$ cat src/rtl/adder_2_serial_pkg.sv
// Shared constants for the 2-bit-slice serial adder sequencers.
// State encodings and operation codes are common to every sequencer in this family.
package adder_2_serial_pkg;

    typedef logic [1:0] state_t;

    localparam state_t ST_IDLE = 2'd0;
    localparam state_t ST_RUN  = 2'd1;
    localparam state_t ST_DONE = 2'd2;

    localparam logic OP_ADD = 1'b0;
    localparam logic OP_SUB = 1'b1;

endpackage

$ cat src/rtl/adder_2_serial_adder_2.sv
// Combinational 2-bit ripple adder slice: {Cout,S1,S0} = {A1,A0} + {B1,B0} + Cin.
module adder_2 (
    input  logic A0,
    input  logic B0,
    input  logic A1,
    input  logic B1,
    input  logic Cin,
    output logic S0,
    output logic S1,
    output logic Cout
);

    logic c1;

    assign S0   = A0 ^ B0 ^ Cin;
    assign c1   = (A0 & B0) | (Cin & (A0 ^ B0));
    assign S1   = A1 ^ B1 ^ c1;
    assign Cout = (A1 & B1) | (c1 & (A1 ^ B1));

endmodule

$ cat src/rtl/adder_2_serial.sv
// Serial WIDTH-bit add/subtract: streams 2-bit slices LSB first through one adder_2,
// registering the carry between slices and assembling the result in a shift register.
module adder_2_serial
    import adder_2_serial_pkg::*;
#(
    parameter int WIDTH = 8
) (
    input  logic             Clk,
    input  logic             Rst,
    input  logic             Start,
    input  logic             Op,
    input  logic [WIDTH-1:0] A,
    input  logic [WIDTH-1:0] B,
    input  logic             Cin,
    output logic             Busy,
    output logic             Done,
    output logic [WIDTH-1:0] Sum,
    output logic             Cout
);

    localparam int SLICES = WIDTH / 2;
    localparam int CW     = $clog2(SLICES) + 1;
    localparam logic [CW-1:0] LAST = CW'(SLICES - 1);

    state_t           state;
    logic [WIDTH-1:0] op_a;
    logic [WIDTH-1:0] op_b;
    logic             carry;
    logic [WIDTH-3:0] partial;
    logic [CW-1:0]    cnt;
    logic [WIDTH-1:0] sum_r;
    logic             cout_r;

    logic             s0;
    logic             s1;
    logic             s_cout;
    logic [WIDTH-1:0] partial_next;

    adder_2 u_slice (
        .A0   (op_a[0]),
        .B0   (op_b[0]),
        .A1   (op_a[1]),
        .B1   (op_b[1]),
        .Cin  (carry),
        .S0   (s0),
        .S1   (s1),
        .Cout (s_cout)
    );

    // Newest slice enters at the top; on the last slice this is the full result.
    assign partial_next = {s1, s0, partial};

    always_ff @(posedge Clk) begin
        if (Rst) begin
            state   <= ST_IDLE;
            op_a    <= '0;
            op_b    <= '0;
            carry   <= 1'b0;
            partial <= '0;
            cnt     <= '0;
            sum_r   <= '0;
            cout_r  <= 1'b0;
        end else begin
            case (state)
                ST_RUN: begin
                    carry   <= s_cout;
                    partial <= partial_next[WIDTH-1:2];
                    op_a    <= op_a >> 2;
                    op_b    <= op_b >> 2;
                    cnt     <= cnt + CW'(1);
                    if (cnt == LAST) begin
                        sum_r  <= partial_next;
                        cout_r <= s_cout;
                        state  <= ST_DONE;
                    end
                end
                default: state <= ST_IDLE;
            endcase

            // Accept from IDLE or DONE; subtract becomes A + ~B + 1.
            if (state != ST_RUN && Start) begin
                op_a    <= A;
                op_b    <= B ^ {WIDTH{Op}};
                carry   <= (Op == OP_SUB) ? 1'b1 : Cin;
                partial <= '0;
                cnt     <= '0;
                state   <= ST_RUN;
            end
        end
    end

    assign Busy = (state == ST_RUN);
    assign Done = (state == ST_DONE);
    assign Sum  = sum_r;
    assign Cout = cout_r;

endmodule
$ cat config.mk
export PLATFORM = sky130hd
export DESIGN_NAME = adder_2_serial
export DESIGN_NICKNAME = d
export VERILOG_FILES = /design/src/rtl/adder_2_serial_pkg.sv /design/src/rtl/adder_2_serial_adder_2.sv /design/src/rtl/adder_2_serial.sv
export SDC_FILE = /design/constraint.sdc
export NUM_CORES = 1
export LEC_CHECK = 0
export BUFFER_PORTS_ARGS = -buffer_cell sky130_fd_sc_hd__buf_4
export CELL_PAD_IN_SITES_DETAIL_PLACEMENT = 1
export CELL_PAD_IN_SITES_GLOBAL_PLACEMENT = 1
export CORE_MARGIN = 3
export CORE_UTILIZATION = 40
export CTS_BUF_LIST = sky130_fd_sc_hd__clkbuf_4 sky130_fd_sc_hd__clkbuf_8 sky130_fd_sc_hd__clkbuf_16
export DETAILED_ROUTE_END_ITERATION = 8
export PLACE_DENSITY = 0.88
export SETUP_SLACK_MARGIN = 0.02
export SYNTH_ARGS = -nofsm -noshare
export SYNTH_HDL_FRONTEND = slang
export SYNTH_HIERARCHICAL = 1
export SYNTH_SLANG_ARGS = --single-unit
$ cat constraint.sdc
create_clock -name Clk -period 1.85 [get_ports Clk]
set_input_delay 0.185 -clock Clk [delete_from_list [all_inputs] [get_ports Clk]]
set_output_delay 0.185 -clock Clk [all_outputs]
set_load 0.05 [all_outputs]
==> results of run 1 <==
## cell usage in the layout (no fill, tap or decap), drive strengths merged
| cell type | Yosys | final |
|---|---|---|
| a21oi | 24 | 24 |
| nand2b | 3 | 3 |
| a21o | 1 | 1 |
| buf | 14 | 34 |
| fa | 2 | 2 |
| nor2 | 17 | 17 |
| mux2i | 8 | 8 |
| a2111oi | 2 | 2 |
| nor2b | 1 | 1 |
| nand2 | 31 | 31 |
| ha | 2 | 2 |
| nand3b | 1 | 1 |
| a211o | 6 | 6 |
| nor3 | 2 | 2 |
| nand3 | 9 | 9 |
| xnor2 | 9 | 9 |
| dfxtp | 37 | 37 |
| clkbuf | 1 | 7 |
| inv | 10 | 10 |
| a211oi | 7 | 7 |
| o221ai | 1 | 1 |
| bufinv | 0 | 1 |
## through the flow
step / cells / util [%]
finish: 263 / 52.3
global route: 263 / 52.3
CTS: 263 / 52.3
detailed placement: 255 / 49.2
global placement: 255 / 49.2
floorplan: 188 / -
## worst paths after layout
check                from  endpoint  cells past startpoint  slack (ps)
setup / recovery  op_a[0]    Sum[7]                      6         210
hold / removal       A[6]   op_a[6]                      3         200
setup reg to reg  op_a[0]    Sum[7]                      6         210
hold reg to reg    Sum[5]    Sum[5]                      2         460
## state kept, by name, indices dropped and copies added, names as in the netlist
register / count
op_b: 8
Cout: 1
op_a: 8
state: 2
cnt: 3
carry: 1
Sum: 8
partial: 6
## synth_stat cells, drive strengths merged
master / count / area, sq um
a2111oi: 2 / 30.0
a211o: 6 / 52.6
a211oi: 7 / 57.6
a21o: 1 / 7.51
a21oi: 24 / 120
buf: 14 / 104
clkbuf: 1 / 3.75
dfxtp: 37 / 741
fa: 2 / 40.0
ha: 2 / 25.0
inv: 10 / 37.5
mux2i: 8 / 80.1
nand2: 31 / 116
nand2b: 3 / 26.3
nand3: 9 / 45.0
nand3b: 1 / 7.51
nor2: 17 / 63.8
nor2b: 1 / 6.26
nor3: 2 / 10.0
o221ai: 1 / 8.76
xnor2: 9 / 78.8
## layout make-up
| class | instances | area share (%) |
|---|---|---|
| clock inverter | 1 | 1.50 |
| multi-input combinational | 126 | 38.8 |
| sequential | 37 | 37.0 |
| timing repair buffer | 34 | 13.4 |
| tap | 48 | 3.00 |
| clock buffer | 7 | 4.50 |
| inverter | 10 | 1.88 |
## worst register-to-register path, delay by kind of cell, from the launching register on
family	cells	cell delay (ps)
adders and majority gates	2	860
DFF	1	340
buffers and inverters	2	150
AOI/OAI and AO/OA	1	150
and+or+nand+nor	1	90
## kinds of logic (layout without fill, tap and decap cells)
family / count (synthesis) / after routing
AND/OR/NAND/NOR: 64 / 64
AO/OA/AOI/OAI: 41 / 41
flip-flops: 37 / 37
buffers and inverters: 25 / 52
XOR/XNOR: 9 / 9
multiplexers: 8 / 8
adder cells (fa/ha/maj): 4 / 4
## power by group through the flow
stage               logic, uW  clock network, uW  registers (uW)
global placement          240                  0             875
finish                    247                728             859
floorplan                 190                  0             871
CTS                       251                749             859
global route              276                790             864
detailed placement        250                  0             877
## per-layer routing
metal / GRT usage [%] / share of wire, % / vias to the layer above
li1: - / - / 678
met1: 18.0 / 44 / 638
met2: 25.5 / 51 / 23
met3: 5.18 / 3.8 / 5
met4: 6.38 / 1.2 / 0
met5: 0 / 0 / -
==> metrics, run 1 <==
status=finished clean; fmax=608 MHz; Die X=70.5 microns; worst-path maximum fanout=2; Synth Area in XOR/XNOR=4.74%; min Tclk post-route=1640 ps; worst-path cell chain=inv_1 > fa_1 > fa_1 > inv_1 > nand3_1 > a21oi_1; Buf/Inv on CP=2; Via Count=1344; Root Driver=clkbuf_8; TritonCTS clock tree=done; Post-Synth Simple-Gate Area=16.6%; Leak=0.000817 uW; Vias/cell=5.11; Switching Share=23.6%; antenna violations before repair=0; largest family of logic cells by synthesized area=compound AO/OA/AOI/OAI gates; fin area=2000 sq um; Filler cells=470; Clock power frac=39.7%; final WL=3540 microns; multi-input gate area in the final layout=776 sq um; synthesized area=1660 sq um; largest net degree at the start of global routing=30; Min Hold Slack=203 ps; final setup fails=0; routability cong.=0.696; Compound-Gate Fraction of Synth Area=16.6%; Final WS setup=206 ps; PortBufs=31; first-pass GRT wire length=5960 microns; Synth Warn #=6; register bit total from synthesis=37; relative slew slack=68.7%; switching power of the nets=434 uW; Synth Area in Adders=3.92%; share of cells above drive strength 1=21.9%; Pwr Density=916 nW/um^2; Residual DRC=0; Internal=1400 uW; RSZ-0062 raised after global routing=no; critical path required time=2070 ps; Setup Skew=7.45 ps; Iter 0 DRT Violations=51; total of max-cap violations=0; Cells after Synth=188; Place WS=222 ps; Setup Buffers After CTS=0; post-synthesis mux area share=4.82%; crit share post-route=88.9%; CP startpoint kind=register; register area share after synthesis=44.6%; Slew Viols, Final=0; setup TNS=0 ps; Mean Syn Cell Area=8.84 sq um; WL/cell=13.5 microns; Worst Hold Class=input pin to register; Reg power frac=46.8%; Tot GR Track Use=15.4%; 1st-pass router iterations=4; WS Path Type=register to register; post-route ant nets=0; placed wire-length estimate=2470 microns; Sequential Area=741 sq um; # hold bufs at CTS=0; number of distinct library cells after synthesis=27; Max clock buf depth=2; vias in the first global route=1331; Initial Utilization=43.4%; Arr. time, crit path=1860 ps; Placed Area=1880 sq um; Core Area=3830 sq um; Crit. End Element=register; Synth Net Count=213; GRT overflow=0; H-tree lvl count=2; layout net count=239; clk sinks=37; post-cts resize count=0; Die Ht=70.5 microns; Final Hold Viols=0; clk slew on worst S/H paths=70 ps; Worst-Skew Late Latency=290 ps; Logic pwr share=13.5%; num ports=32; Area Growth Syn to Fin=20.5%; Worst-Margin Slew=469 ps; total CTS buffers=5; Power, Total=1830 uW; Worst path max stage delay=430 ps; Worst path slowest cell=fa_1; Max VDD drop=0.000471 V; Rows=22; delay-heaviest family, CP=adder cells; antenna diode count=0; total die area=4960 sq um
Note: power is estimated with default switching activity, not from simulation.
==> run 2: changes to the inputs <==
--- a/config.mk
+++ b/config.mk
@@ -9,12 +9,12 @@
 export CELL_PAD_IN_SITES_DETAIL_PLACEMENT = 1
 export CELL_PAD_IN_SITES_GLOBAL_PLACEMENT = 1
 export CORE_MARGIN = 3
-export CORE_UTILIZATION = 40
+export CORE_UTILIZATION = 41
 export CTS_BUF_LIST = sky130_fd_sc_hd__clkbuf_4 sky130_fd_sc_hd__clkbuf_8 sky130_fd_sc_hd__clkbuf_16
 export DETAILED_ROUTE_END_ITERATION = 8
-export PLACE_DENSITY = 0.88
+export MAX_ROUTING_LAYER = met4
+export PLACE_DENSITY = 0.89
 export SETUP_SLACK_MARGIN = 0.02
 export SYNTH_ARGS = -nofsm -noshare
 export SYNTH_HDL_FRONTEND = slang
-export SYNTH_HIERARCHICAL = 1
 export SYNTH_SLANG_ARGS = --single-unit
==> metrics, run 2 <==
status=finished clean (unchanged); multi-input gate area in the final layout=813 sq um (was 776 sq um); commonest non-fill, non-tap cell in the layout=dfxtp_1 (unchanged); WS Path Type=register to output pin (was register to register); Pwr Density=967 nW/um^2 (was 916 nW/um^2); PortBufs=31 (unchanged); CP startpoint kind=register (unchanged); Max VDD drop=0.000473 V (was 0.000471 V); register area share after synthesis=43.4% (was 44.6%); total of max-cap violations=0 (unchanged); Worst-Skew Late Latency=290 ps (about the same); clk sinks=37 (unchanged); final WL=3720 microns (was 3540 microns); Final Hold Viols=0 (unchanged); Mean Syn Cell Area=9.49 sq um (was 8.84 sq um); setup TNS=0 ps (unchanged); post-route ant nets=0 (unchanged); Levels on crit path=3 (was 6); GRT overflow=0 (unchanged); DP Cell Count=245 (was 255); Sequential Area=741 sq um (unchanged); total die area=4980 sq um (was 4960 sq um); ys async rst share=0% (unchanged); Core Area=3830 sq um (unchanged); delay-heaviest family, CP=buffers and inverters (was adder cells); Die Ht=70.5 microns (about the same); number of distinct library cells after synthesis=28 (was 27); RSZ-0062 raised after global routing=no (unchanged); top-area cell type share of the netlist area=43.4% (was 44.6%); Crit. End Element=output pin (was register); WL/cell=14.7 microns (was 13.5 microns); Power, Total=1940 uW (was 1830 uW); Worst-Margin Slew=373 ps (was 469 ps); Setup Buffers After CTS=0 (unchanged); Worst path slowest cell=dfxtp_1 (was fa_1); fmax=587 MHz (was 608 MHz); 1st-pass router iterations=4 (unchanged); antenna violations before repair=0 (unchanged); ys flop type=dfxtp_1 (unchanged); Buf/Inv on CP=2 (unchanged); placed wire-length estimate=2590 microns (was 2470 microns); Reg-to-Reg Start=carry (was op_a[0]); Arr. time, crit path=1520 ps (was 1860 ps); Worst Hold Class=input pin to register (unchanged); Vias/cell=5.15 (was 5.11); reg2reg setup slack=230 ps (was 210 ps); Rows=22 (unchanged); register bit total from synthesis=37 (unchanged); largest net degree at the start of global routing=32 (was 30); Setup Skew=3.79 ps (was 7.45 ps); share of cells above drive strength 1=26.8% (was 21.9%); Synth Net Count=205 (was 213); Synth Warn #=0 (was 6); layout net count=229 (was 239); H-tree lvl count=2 (unchanged); relative slew slack=75.2% (was 68.7%); CP Launch Point=state[0] (was op_a[0]); crit path capture=Busy (was Sum[7]); FF-to-FF path depth=4 (was 6); Area Growth Syn to Fin=17.7% (was 20.5%); Area contributors post-synth=dfxtp_1 43%, nand2_1 6.4%, nor2_1 4.8% (was dfxtp_1 45%, a21oi_1 7.2%, nand2_1 7.0%); largest area contributor in the synthesized netlist=dfxtp_1 (unchanged); Max clock buf depth=2 (unchanged); most frequent cells in the layout=37 x dfxtp_1, 31 x buf_4, 29 x nand2_1, 22 x nor2_1, 13 x a21oi_1 (was 37 x dfxtp_1, 33 x buf_4, 31 x nand2_1, 24 x a21oi_1, 17 x nor2_1); critical path required time=1660 ps (was 2070 ps); Leak=0.000790 uW (was 0.000817 uW); final core utilization=52.5% (was 52.3%); Min Hold Slack=197 ps (was 203 ps); worst-path maximum fanout=31 (was 2); total CTS buffers=5 (unchanged); count leader, synth=dfxtp_1 (unchanged); # hold bufs at CTS=0 (unchanged); number of synthesized flops with an enable pin=0 (unchanged); num ports=32 (unchanged); Via Count=1303 (was 1344); synthesized area=1710 sq um (was 1660 sq um); Filler cells=443 (was 470); Cells after Synth=180 (was 188); min Tclk post-route=1700 ps (was 1640 ps); first-pass GRT wire length=6330 microns (was 5960 microns); post-cts resize count=0 (unchanged); Final Non-Filler Cells=253 (was 263); Residual DRC=0 (unchanged); antenna diode count=0 (unchanged); worst-path cell chain=nand2b_4 > inv_4 > buf_4 (was inv_1 > fa_1 > fa_1 > inv_1 > nand3_1 > a21oi_1); top cells by count, synth=37 x dfxtp_1, 29 x nand2_1, 22 x nor2_1 (was 37 x dfxtp_1, 31 x nand2_1, 24 x a21oi_1); crit share post-route=92.1% (was 88.9%); Worst path max stage delay=420 ps (was 430 ps); Initial Utilization=44.6% (was 43.4%); Slew Viols, Final=0 (unchanged); Root Driver=clkbuf_8 (unchanged); Iter 0 DRT Violations=54 (was 51); Tot GR Track Use=16.5% (was 15.4%); final setup fails=0 (unchanged); routability cong.=0.705 (was 0.696); clk slew on worst S/H paths=70 ps (about the same); r2r endpoint=Sum[7] (unchanged); TritonCTS clock tree=done (unchanged); Die X=70.5 microns (about the same); vias in the first global route=1335 (was 1331)
==> run 2: cell count changes in the layout (fill, tap and decap cells not counted), sizes merged, moves of 2 or more <==
cell    delta
nand3      -9
a211oi     +5
a21oi      -5
nor2       +5
buf        -3
inv        -3
clkbuf     -2
nand2      -2
==> run 2: power breakdown <==
part	leakage [uW]	internal, uW	total [uW]	switching (uW)
registers	0.000302	837	862	24.7
logic	0.000419	110	251	141
clock network	0.0000681	536	831	295
total	0.000790	1480	1940	461
==> run 2: layout make-up <==
| class | count | area share [%] |
|---|---|---|
| Sequential cell | 37 | 36.9 |
| Clock buffer | 5 | 3.42 |
| Timing Repair Buffer | 31 | 11.6 |
| Tap cell | 48 | 2.99 |
| Multi-Input combinational cell | 122 | 40.5 |
| Inverter | 7 | 1.43 |
| Clock inverter | 3 | 3.24 |
==> run 2: how the worst min path moves through the flow <==
stage,from,end,slack (ps),depth (start not counted)
CTS,A[7],op_a[7],200,3
global route,B[6],op_b[6],210,3
floorplan,A[6],op_a[6],380,2
detailed placement,partial[1],partial[1],450,2
global placement,partial[0],Sum[0],440,2
finish,A[7],op_a[7],200,3
==> run 2: cell families (layout without fill, tap and decap cells) <==
| family | after synthesis | count (layout) | synth area share, % |
|---|---|---|---|
| compound gates | 41 | 41 | 19.4 |
| mux | 8 | 8 | 4.69 |
| fa+ha+maj | 4 | 4 | 3.81 |
| xor+xnor | 9 | 9 | 4.62 |
| buf+inv | 21 | 46 | 9.01 |
| simple gates | 60 | 60 | 15.1 |
| flops | 37 | 37 | 43.4 |
==> run 2: per-layer routing <==
metal / share of wire (%) / GRT usage [%] / vias to the layer above / wire [microns]
met2: 50 / 27.0 / 28 / 1850
met5: 0 / - / - / 0
met3: 5.2 / 4.55 / 9 / 195
met1: 43 / 19.4 / 615 / 1610
met4: 1.6 / 6.26 / 0 / 59
li1: - / - / 651 / -
==> run 2: per-stage QoR <==
stage	worst slack (ps)	instance area, sq um
final	147	2010
after global routing	42.2	2010
after CTS	125	2010
after detailed placement	255	1880
after global placement	312	1880
after floorplan	345	1710
==> run 2: worst register-to-register path: cells and delay by family, from the launching register on <==
kind	cells	cell delay, ps
flops	1	350
fa+ha+maj	2	920
buf+inv	1	70
compound gates	1	200
